===== src/rtl/mips_ctrl_pkg.sv =====
// Shared encodings for the multi-cycle MIPS control sequencer: states,
// opcodes, mux selects and the packed strobe bundle.
package mips_ctrl_pkg;

  typedef enum logic [3:0] {
    S_FETCH     = 4'd0,
    S_DECODE    = 4'd1,
    S_MEM_ADDR  = 4'd2,
    S_MEM_READ  = 4'd3,
    S_MEM_WB    = 4'd4,
    S_MEM_WRITE = 4'd5,
    S_EXECUTE   = 4'd6,
    S_R_WB      = 4'd7,
    S_BRANCH    = 4'd8,
    S_JUMP      = 4'd9,
    S_ADDI_EX   = 4'd10,
    S_ADDI_WB   = 4'd11
  } state_t;

  localparam logic [5:0] OP_RTYPE = 6'b000000;
  localparam logic [5:0] OP_LW    = 6'b100011;
  localparam logic [5:0] OP_SW    = 6'b101011;
  localparam logic [5:0] OP_BEQ   = 6'b000100;
  localparam logic [5:0] OP_J     = 6'b000010;
  localparam logic [5:0] OP_ADDI  = 6'b001000;

  localparam logic [1:0] ALUOP_ADD   = 2'b00;
  localparam logic [1:0] ALUOP_SUB   = 2'b01;
  localparam logic [1:0] ALUOP_FUNCT = 2'b10;

  localparam logic [1:0] SRCB_B      = 2'b00;
  localparam logic [1:0] SRCB_FOUR   = 2'b01;
  localparam logic [1:0] SRCB_IMM    = 2'b10;
  localparam logic [1:0] SRCB_IMM_SH = 2'b11;

  localparam logic [1:0] PCSRC_ALU    = 2'b00;
  localparam logic [1:0] PCSRC_ALUOUT = 2'b01;
  localparam logic [1:0] PCSRC_JUMP   = 2'b10;

  typedef struct packed {
    logic       pc_write;
    logic       pc_write_cond;
    logic       iord;
    logic       mem_read;
    logic       mem_write;
    logic       ir_write;
    logic       mem_to_reg;
    logic       reg_dst;
    logic       reg_write;
    logic       alu_src_a;
    logic [1:0] alu_src_b;
    logic [1:0] alu_op;
    logic [1:0] pc_source;
    logic       instr_done;
  } ctrl_t;

  localparam int CTRL_W = $bits(ctrl_t);

endpackage


===== src/rtl/mips_ctrl_decode.sv =====
// Combinational strobe decode: current state plus mem_ready to the
// datapath control bundle. Unused state codes decode to all-zero.
module mips_ctrl_decode
  import mips_ctrl_pkg::*;
(
  input  logic [3:0]        state_i,
  input  logic              mem_ready_i,
  output logic [CTRL_W-1:0] ctrl_o
);

  ctrl_t c;

  always_comb begin
    c           = '0;
    c.alu_src_b = SRCB_B;
    c.alu_op    = ALUOP_ADD;
    c.pc_source = PCSRC_ALU;
    case (state_t'(state_i))
      S_FETCH: begin
        c.mem_read  = 1'b1;
        c.alu_src_b = SRCB_FOUR;
        c.ir_write  = mem_ready_i;
        c.pc_write  = mem_ready_i;
      end
      S_DECODE:   c.alu_src_b = SRCB_IMM_SH;
      S_MEM_ADDR: begin
        c.alu_src_a = 1'b1;
        c.alu_src_b = SRCB_IMM;
      end
      S_MEM_READ: begin
        c.mem_read = 1'b1;
        c.iord     = 1'b1;
      end
      S_MEM_WB: begin
        c.reg_write  = 1'b1;
        c.mem_to_reg = 1'b1;
        c.instr_done = 1'b1;
      end
      S_MEM_WRITE: begin
        c.mem_write  = 1'b1;
        c.iord       = 1'b1;
        c.instr_done = mem_ready_i;
      end
      S_EXECUTE: begin
        c.alu_src_a = 1'b1;
        c.alu_op    = ALUOP_FUNCT;
      end
      S_R_WB: begin
        c.reg_write  = 1'b1;
        c.reg_dst    = 1'b1;
        c.instr_done = 1'b1;
      end
      S_BRANCH: begin
        c.alu_src_a     = 1'b1;
        c.alu_op        = ALUOP_SUB;
        c.pc_write_cond = 1'b1;
        c.pc_source     = PCSRC_ALUOUT;
        c.instr_done    = 1'b1;
      end
      S_JUMP: begin
        c.pc_write   = 1'b1;
        c.pc_source  = PCSRC_JUMP;
        c.instr_done = 1'b1;
      end
      S_ADDI_EX: begin
        c.alu_src_a = 1'b1;
        c.alu_src_b = SRCB_IMM;
      end
      S_ADDI_WB: begin
        c.reg_write  = 1'b1;
        c.instr_done = 1'b1;
      end
      default: c = '0;
    endcase
  end

  assign ctrl_o = c;

endmodule


===== src/rtl/mips_multicycle_control.sv =====
// Multi-cycle MIPS control FSM: state register, latched opcode and
// next-state logic; strobes come from mips_ctrl_decode and are forced low in reset.
module mips_multicycle_control
  import mips_ctrl_pkg::*;
(
  input  logic       clock,
  input  logic       reset,
  input  logic [5:0] opcode,
  input  logic       mem_ready,
  output logic       PCWrite,
  output logic       PCWriteCond,
  output logic       IorD,
  output logic       MemRead,
  output logic       MemWrite,
  output logic       IRWrite,
  output logic       MemtoReg,
  output logic       RegDst,
  output logic       RegWrite,
  output logic       ALUSrcA,
  output logic [1:0] ALUSrcB,
  output logic [1:0] ALUOp,
  output logic [1:0] PCSource,
  output logic [3:0] state_o,
  output logic       instr_done,
  output logic       illegal_op
);

  state_t            state_q, state_d;
  logic [5:0]        op_q, op_d;
  logic              illegal_d;
  logic [CTRL_W-1:0] ctrl_raw;
  ctrl_t             ctrl;
  logic              run;

  always_ff @(posedge clock) begin
    if (reset) begin
      state_q <= S_FETCH;
      op_q    <= '0;
    end else begin
      state_q <= state_d;
      op_q    <= op_d;
    end
  end

  always_comb begin
    state_d   = state_q;
    op_d      = op_q;
    illegal_d = 1'b0;
    case (state_q)
      S_FETCH: if (mem_ready) state_d = S_DECODE;
      S_DECODE: begin
        op_d = opcode;
        case (opcode)
          OP_LW, OP_SW: state_d = S_MEM_ADDR;
          OP_RTYPE:     state_d = S_EXECUTE;
          OP_BEQ:       state_d = S_BRANCH;
          OP_J:         state_d = S_JUMP;
          OP_ADDI:      state_d = S_ADDI_EX;
          default: begin
            state_d   = S_FETCH;
            illegal_d = 1'b1;
          end
        endcase
      end
      // lw and sw share the address cycle; the latched opcode picks the access.
      S_MEM_ADDR:  state_d = (op_q == OP_SW) ? S_MEM_WRITE : S_MEM_READ;
      S_MEM_READ:  if (mem_ready) state_d = S_MEM_WB;
      S_MEM_WRITE: if (mem_ready) state_d = S_FETCH;
      S_EXECUTE:   state_d = S_R_WB;
      S_ADDI_EX:   state_d = S_ADDI_WB;
      default:     state_d = S_FETCH;
    endcase
  end

  mips_ctrl_decode u_decode (
    .state_i     (state_q),
    .mem_ready_i (mem_ready),
    .ctrl_o      (ctrl_raw)
  );

  assign ctrl = ctrl_raw;
  assign run  = ~reset;

  assign PCWrite     = run & ctrl.pc_write;
  assign PCWriteCond = run & ctrl.pc_write_cond;
  assign IorD        = run & ctrl.iord;
  assign MemRead     = run & ctrl.mem_read;
  assign MemWrite    = run & ctrl.mem_write;
  assign IRWrite     = run & ctrl.ir_write;
  assign MemtoReg    = run & ctrl.mem_to_reg;
  assign RegDst      = run & ctrl.reg_dst;
  assign RegWrite    = run & ctrl.reg_write;
  assign ALUSrcA     = run & ctrl.alu_src_a;
  assign ALUSrcB     = {2{run}} & ctrl.alu_src_b;
  assign ALUOp       = {2{run}} & ctrl.alu_op;
  assign PCSource    = {2{run}} & ctrl.pc_source;
  assign state_o     = {4{run}} & state_q;
  assign instr_done  = run & ctrl.instr_done;
  assign illegal_op  = run & illegal_d;

endmodule


===== config.mk =====
export PLATFORM = sky130hd
export DESIGN_NAME = mips_multicycle_control
export DESIGN_NICKNAME = d
export VERILOG_FILES = /design/src/rtl/mips_ctrl_pkg.sv /design/src/rtl/mips_ctrl_decode.sv /design/src/rtl/mips_multicycle_control.sv
export SDC_FILE = /design/constraint.sdc
export NUM_CORES = 1
export LEC_CHECK = 0
export CAP_MARGIN = 20
export CORE_MARGIN = 3
export CORE_UTILIZATION = 46
export CTS_BUF_LIST = sky130_fd_sc_hd__clkbuf_4
export DETAILED_ROUTE_END_ITERATION = 6
export DONT_BUFFER_PORTS = 1
export GPL_ROUTABILITY_DRIVEN = 1
export SLEW_MARGIN = 25
export SYNTH_ARGS = -nofsm -noshare
export SYNTH_HDL_FRONTEND = slang
export SYNTH_SLANG_ARGS = --single-unit

===== constraint.sdc =====
create_clock -name clock -period 2.5 [get_ports clock]
set_input_delay 0.75 -clock clock [delete_from_list [all_inputs] [get_ports clock]]
set_output_delay 0.75 -clock clock [all_outputs]
set_load 0.1 [all_outputs]

Word-level counts from Yosys, hierarchy flattened
Index checks and enable logic that the tools add are counted.

Add/sub/neg operators: 0. $mul: 0. Div/mod/pow operators: 0. $lt $le $gt $ge: 0. Equal/unequal tests: 20. Shifts and indexed selects: 0. Muxes and demuxes: 22. Bitwise logic cells: 17. Reduce and logical (&&, ||, !) cells: 11.

Operators with widths (count): $pmux 4 s7 (1); $pmux 4 s5 (1); $eq 6x6->1 const B (3); $eq 4x3->1 const B (4); $eq 4x4->1 const B (4); $and 1x1->1 (12); $mux 4 (3); $mux 1 (11); $eq 4x2->1 const B (2); $pmux 2 s2 (2); $reduce_or 2->1 (4); $and 2x2->2 (3); $eq 6x2->1 const B (1); $eq 6x3->1 const B (1); $eq 6x4->1 const B (1); $logic_not 6->1 (1); $ne 2x2->1 const B (3); $pmux 2 s3 (1); $reduce_or 6->1 (1); $reduce_or 5->1 (1); $and 4x4->4 (1); $eq 4x1->1 const B (1); $logic_not 4->1 (1); $pmux 1 s2 (2); other kinds (5) (5).

Register bits: 10. Bits in latches: 0. Bits in writable memories: 0. Memory bits (read-only): 0. Bits of input ports: 9. Output and inout port bits: 22. Word-level logic and storage cells: 72. Memories kept: 0.

Longest topological paths before layout
Depth after elaboration: 5. Gate-level depth with buffers: 5. Gate-level depth less buffers: 4.

Hierarchy
A second synthesis with hierarchy kept.

Cell total of the unflattened synthesis: 142. Area, all modules: 1028.5 um^2.

Modules (own cells, without submodules): mips_multicycle_control (instances 1, cells an instance 106, area an instance 800.8 um^2, seq. area each 200.2 um^2); mips_ctrl_decode (instances 1, cells an instance 36, area an instance 227.7 um^2, seq. area each 0.0 um^2).

Worst setup path after synthesis
Ideal clock, no wire load.

Kind: input port to output port. From: input reset. To: output PCSource[0]. Arrival time: 4798 ps. Required time: 1750 ps. Path slack: -3048 ps. Stages: 3. Buffers on the path: 2. Path through: clkbuf_1 nor4b_1 buf_4.

Word-level cells in the longest chain between the ends: 2.

RTL lines: start: declaration (RTL line mips_multicycle_control.sv:7) `input logic reset,`; $not 1->1 (RTL line mips_multicycle_control.sv:82) `assign run = ~reset;`; $and 2x2->2 (RTL line mips_multicycle_control.sv:96) `assign PCSource = {2{run}} & ctrl.pc_source;`; end: declaration (RTL line mips_multicycle_control.sv:22) `output logic [1:0] PCSource,`.

Every way passes these cells.

Final worst setup path
From: input opcode[5]. To: output illegal_op.

Word-level cells in the longest chain between the ends: 5. Elaborated cells between the ends (all ways): 10. Classes of those cells: eq/ne: 5; mux: 2; bitwise: 1; reduce/logical: 2.

RTL lines: start: declaration (RTL line mips_multicycle_control.sv:8) `input logic [5:0] opcode,`; $eq 6x4->1, or another cell as far along (RTL line mips_multicycle_control.sv:53) `case (opcode)`; $reduce_or 6->1 (no source line) *; $mux 1 * (RTL line mips_multicycle_control.sv:53); $mux 1 * (RTL line mips_multicycle_control.sv:49) `case (state_q)`; $and 1x1->1 * (RTL line mips_multicycle_control.sv:99) `assign illegal_op = run & illegal_d;`; end: declaration (RTL line mips_multicycle_control.sv:25) `output logic illegal_op`.

Mark *: on every way between the ends. The rest lies on a longest branch, timed or not.

==> impl_metrics.yaml <==
run_status:
  outcome: "finished with violations"
  violations: "setup timing"
place:
  port_buffers: 0
  gp_congestion: 0.8716
  dp_hpwl_mm: 2.489
  dp.cells: 146
  dp_worst_setup_slack_ps: -18.37
die:
  core_area_um2: 1577
  ios: 31
  num_rows: 14
  dieArea_um2: 2305
  die_y_um: 48.02
  initial_core_util: 0.5151
  die_w_um: 48.02
global_routing:
  first_global_vias: 1091
  grt-ovfl-total: 0
  antenna_found_initial: 0
  grt_pass1_wl_mm: 5.982
  track_usage: 0.3915
  grt_max_degree: 25
route:
  via_per_inst: 7.222
  first_pass_iters: 4
  antenna_left: 0
  wl_per_cell_um: 26.35
  vias: 1105
  wirelength_mm: 4.032
  drt_iter0_drc: 78
  remaining_drc_errors: 0
sta:
  tightest_slew_ps: 531.2
  fmax_ghz: 0.3964
  fin_skew_ps: 3.747
  slew_violations: 0
  period_share: 1.009
  worst_slack_ps: -22.96
  maxSlewHeadroom: 0.6451
  rsz0062_at_grt: "true"
  tns_ps: -22.96
  hold_violations: 0
  layout_min_cycle_time_ps: 2523
  setup_violations: 1
job:
  drv_cap: 0
worst_setup_path:
  path_class: "input pin to output pin"
  cp.required_ps: 1750
  cpPeakStageDelay_ps: 360
  cpLargestDelayFamily: "simple AND/OR/NAND/NOR gates"
  cp-end-kind: "output pin"
  path_buf_inv: 1
  start_kind: "input pin"
  cpMaxStageDelayCell: "or3_1"
  path_cells: "or3_1 -> a21o_1 -> a21oi_2 -> nor4_4 -> buf_12"
  worstPathArrival_ps: 1770
  path_max_fanout: 5
cts:
  clk_latency_ps: 280
  cts_tree: "built"
  htree_levels: 1
  clock_path_buffers: 2
  cts_sinks: 10
  cts_buffers: 3
  root_buffer: "clkbuf_4"
  cts_hold_buf: 0
  clkTransAtPathRegs_ps: 70
worst_hold_path:
  hold_path_class: "flop to flop"
yosys:
  yosys_warnings: 0
  yosys_most_used_dff: "dfxtp_1"
  synth_top_area_cell: "dfxtp_1"
  async_flop_share: 0
  avgSynthCellArea_um2: 7.519
  yosys-top-cells-area: "dfxtp_1 25%, mux2i_1 7.4%, nor2_1 6.9%"
  synth_cell_type_count: 42
  synth_cells: 108
  ys_ff_latch: 10
  ys_seq_area_frac: 0.2465
  synth_nets: 117
  synth_edf_count: 0
  netlist_area_um2: 812.0
  synth.top_cell.area_share: 0.2465
layout:
  diodes: 0
  final_common_cell: "buf_4"
  synthToLayoutAreaGrowth_pct: 87.67
  nFillCells: 30
  drive_gt1_frac: 0.5109
  mostFrequentLayoutCells: "18 x buf_4, 16 x buf_12, 11 x nor2_1"
  instances_no_fill: 153
  layout.nets: 147
power:
  p_leak_uw: 0.0006117
  ir_drop_mv: 0.4839
  finalPower_uw: 483.8
  powerDensity_nw_per_um2: 317.5
==> report_power, final <==
| group | switching, uW | leakage (uW) | internal, uW |
|---|---|---|---|
| Combinational | 117 | 0.000513 | 69.2 |
| Clock | 62.0 | 0.0000154 | 57.9 |
| Sequential | 9.55 | 0.0000834 | 168 |
| Total | 189 | 0.000612 | 295 |
==> worst paths after layout <==
| kind | slack [ps] | endpoint | cells past startpoint | start |
|---|---|---|---|---|
| max | -20 | illegal_op | 5 | opcode[5] |
| min | 540 | op_q[4]$_SDFFE_PP0P_ | 2 | op_q[4]$_SDFFE_PP0P_ |
| max reg2reg | 740 | state_q[1]$_SDFFE_PP0P_ | 4 | state_q[1]$_SDFFE_PP0P_ |
| min reg2reg | 540 | op_q[4]$_SDFFE_PP0P_ | 2 | op_q[4]$_SDFFE_PP0P_ |
==> worst min-delay path: stages (launching register included) <==
cell and delay (ps):
dfxtp_1 350, mux2i_1 80, nor2_1 80
==> flip-flops by register name, summed over array words and instances, names as in the netlist <==
name,count
op_q,6
state_q,4
==> synth_stat cells, types with 2 or more instances <==
| master | instances |
|---|---|
| nor2_1 | 15 |
| dfxtp_1 | 10 |
| a21oi_1 | 6 |
| mux2i_1 | 6 |
| nand2_1 | 5 |
| nor3_1 | 5 |
| buf_2 | 4 |
| clkbuf_1 | 4 |
| nor4_1 | 4 |
| nor4b_1 | 4 |
| nand2b_1 | 3 |
| nor2b_1 | 3 |
| a21o_1 | 2 |
| a31oi_1 | 2 |
| buf_4 | 2 |
| inv_1 | 2 |
| nand3_1 | 2 |
| o21ai_0 | 2 |
| o31ai_1 | 2 |
| or3_1 | 2 |
| xor2_1 | 2 |
==> cell families after synthesis <==
| family | after synthesis | share of synthesized area |
|---|---|---|
| buf+inv | 12 | 0.07087 |
| mux | 6 | 0.07396 |
| simple gates | 56 | 0.3976 |
| xor+xnor | 3 | 0.03236 |
| flops | 10 | 0.2465 |
| compound gates | 21 | 0.1787 |
==> through the flow <==
step / utilization / area (um^2) / hold slack (ps)
2_1_floorplan: - / 1074 / 454.1
3_3_place_gp: 0.9238 / 1456 / 468.4
3_5_place_dp: 0.9238 / 1456 / 498.5
4_1_cts: 0.9587 / 1511 / 510.9
5_1_grt: 0.9667 / 1524 / 534.8
6_report: 0.9667 / 1524 / 540.1
==> timing repair <==
action,CTS,global route
buffers inserted,2,1
setup endpoints to repair,7,8
cloned,0,0
resized for setup,5,3
pin swaps,1,4
==> cell type report <==
class | count | area [um^2] | area share
clock buffers | 3 | 22.52 | 0.01478
inverters | 2 | 7.507 | 0.004926
multi-input cells | 86 | 782.0 | 0.5131
clock inverters | 1 | 3.754 | 0.002463
well taps | 16 | 20.02 | 0.01314
flip-flops and latches | 10 | 205.2 | 0.1346
repair buffers | 35 | 483.0 | 0.3169
==> metal layers <==
metal  wire length, um  global-route usage  part of all wire  up-vias
met3               337              0.1090             0.084       25
li1                  -                   -                 -      452
met5                 0                   0                 0        -
met1              1372              0.4273              0.34      540
met2              2102              0.6781              0.52       88
met4               220              0.2097             0.055        0
Power figures use the tool's default switching activity.
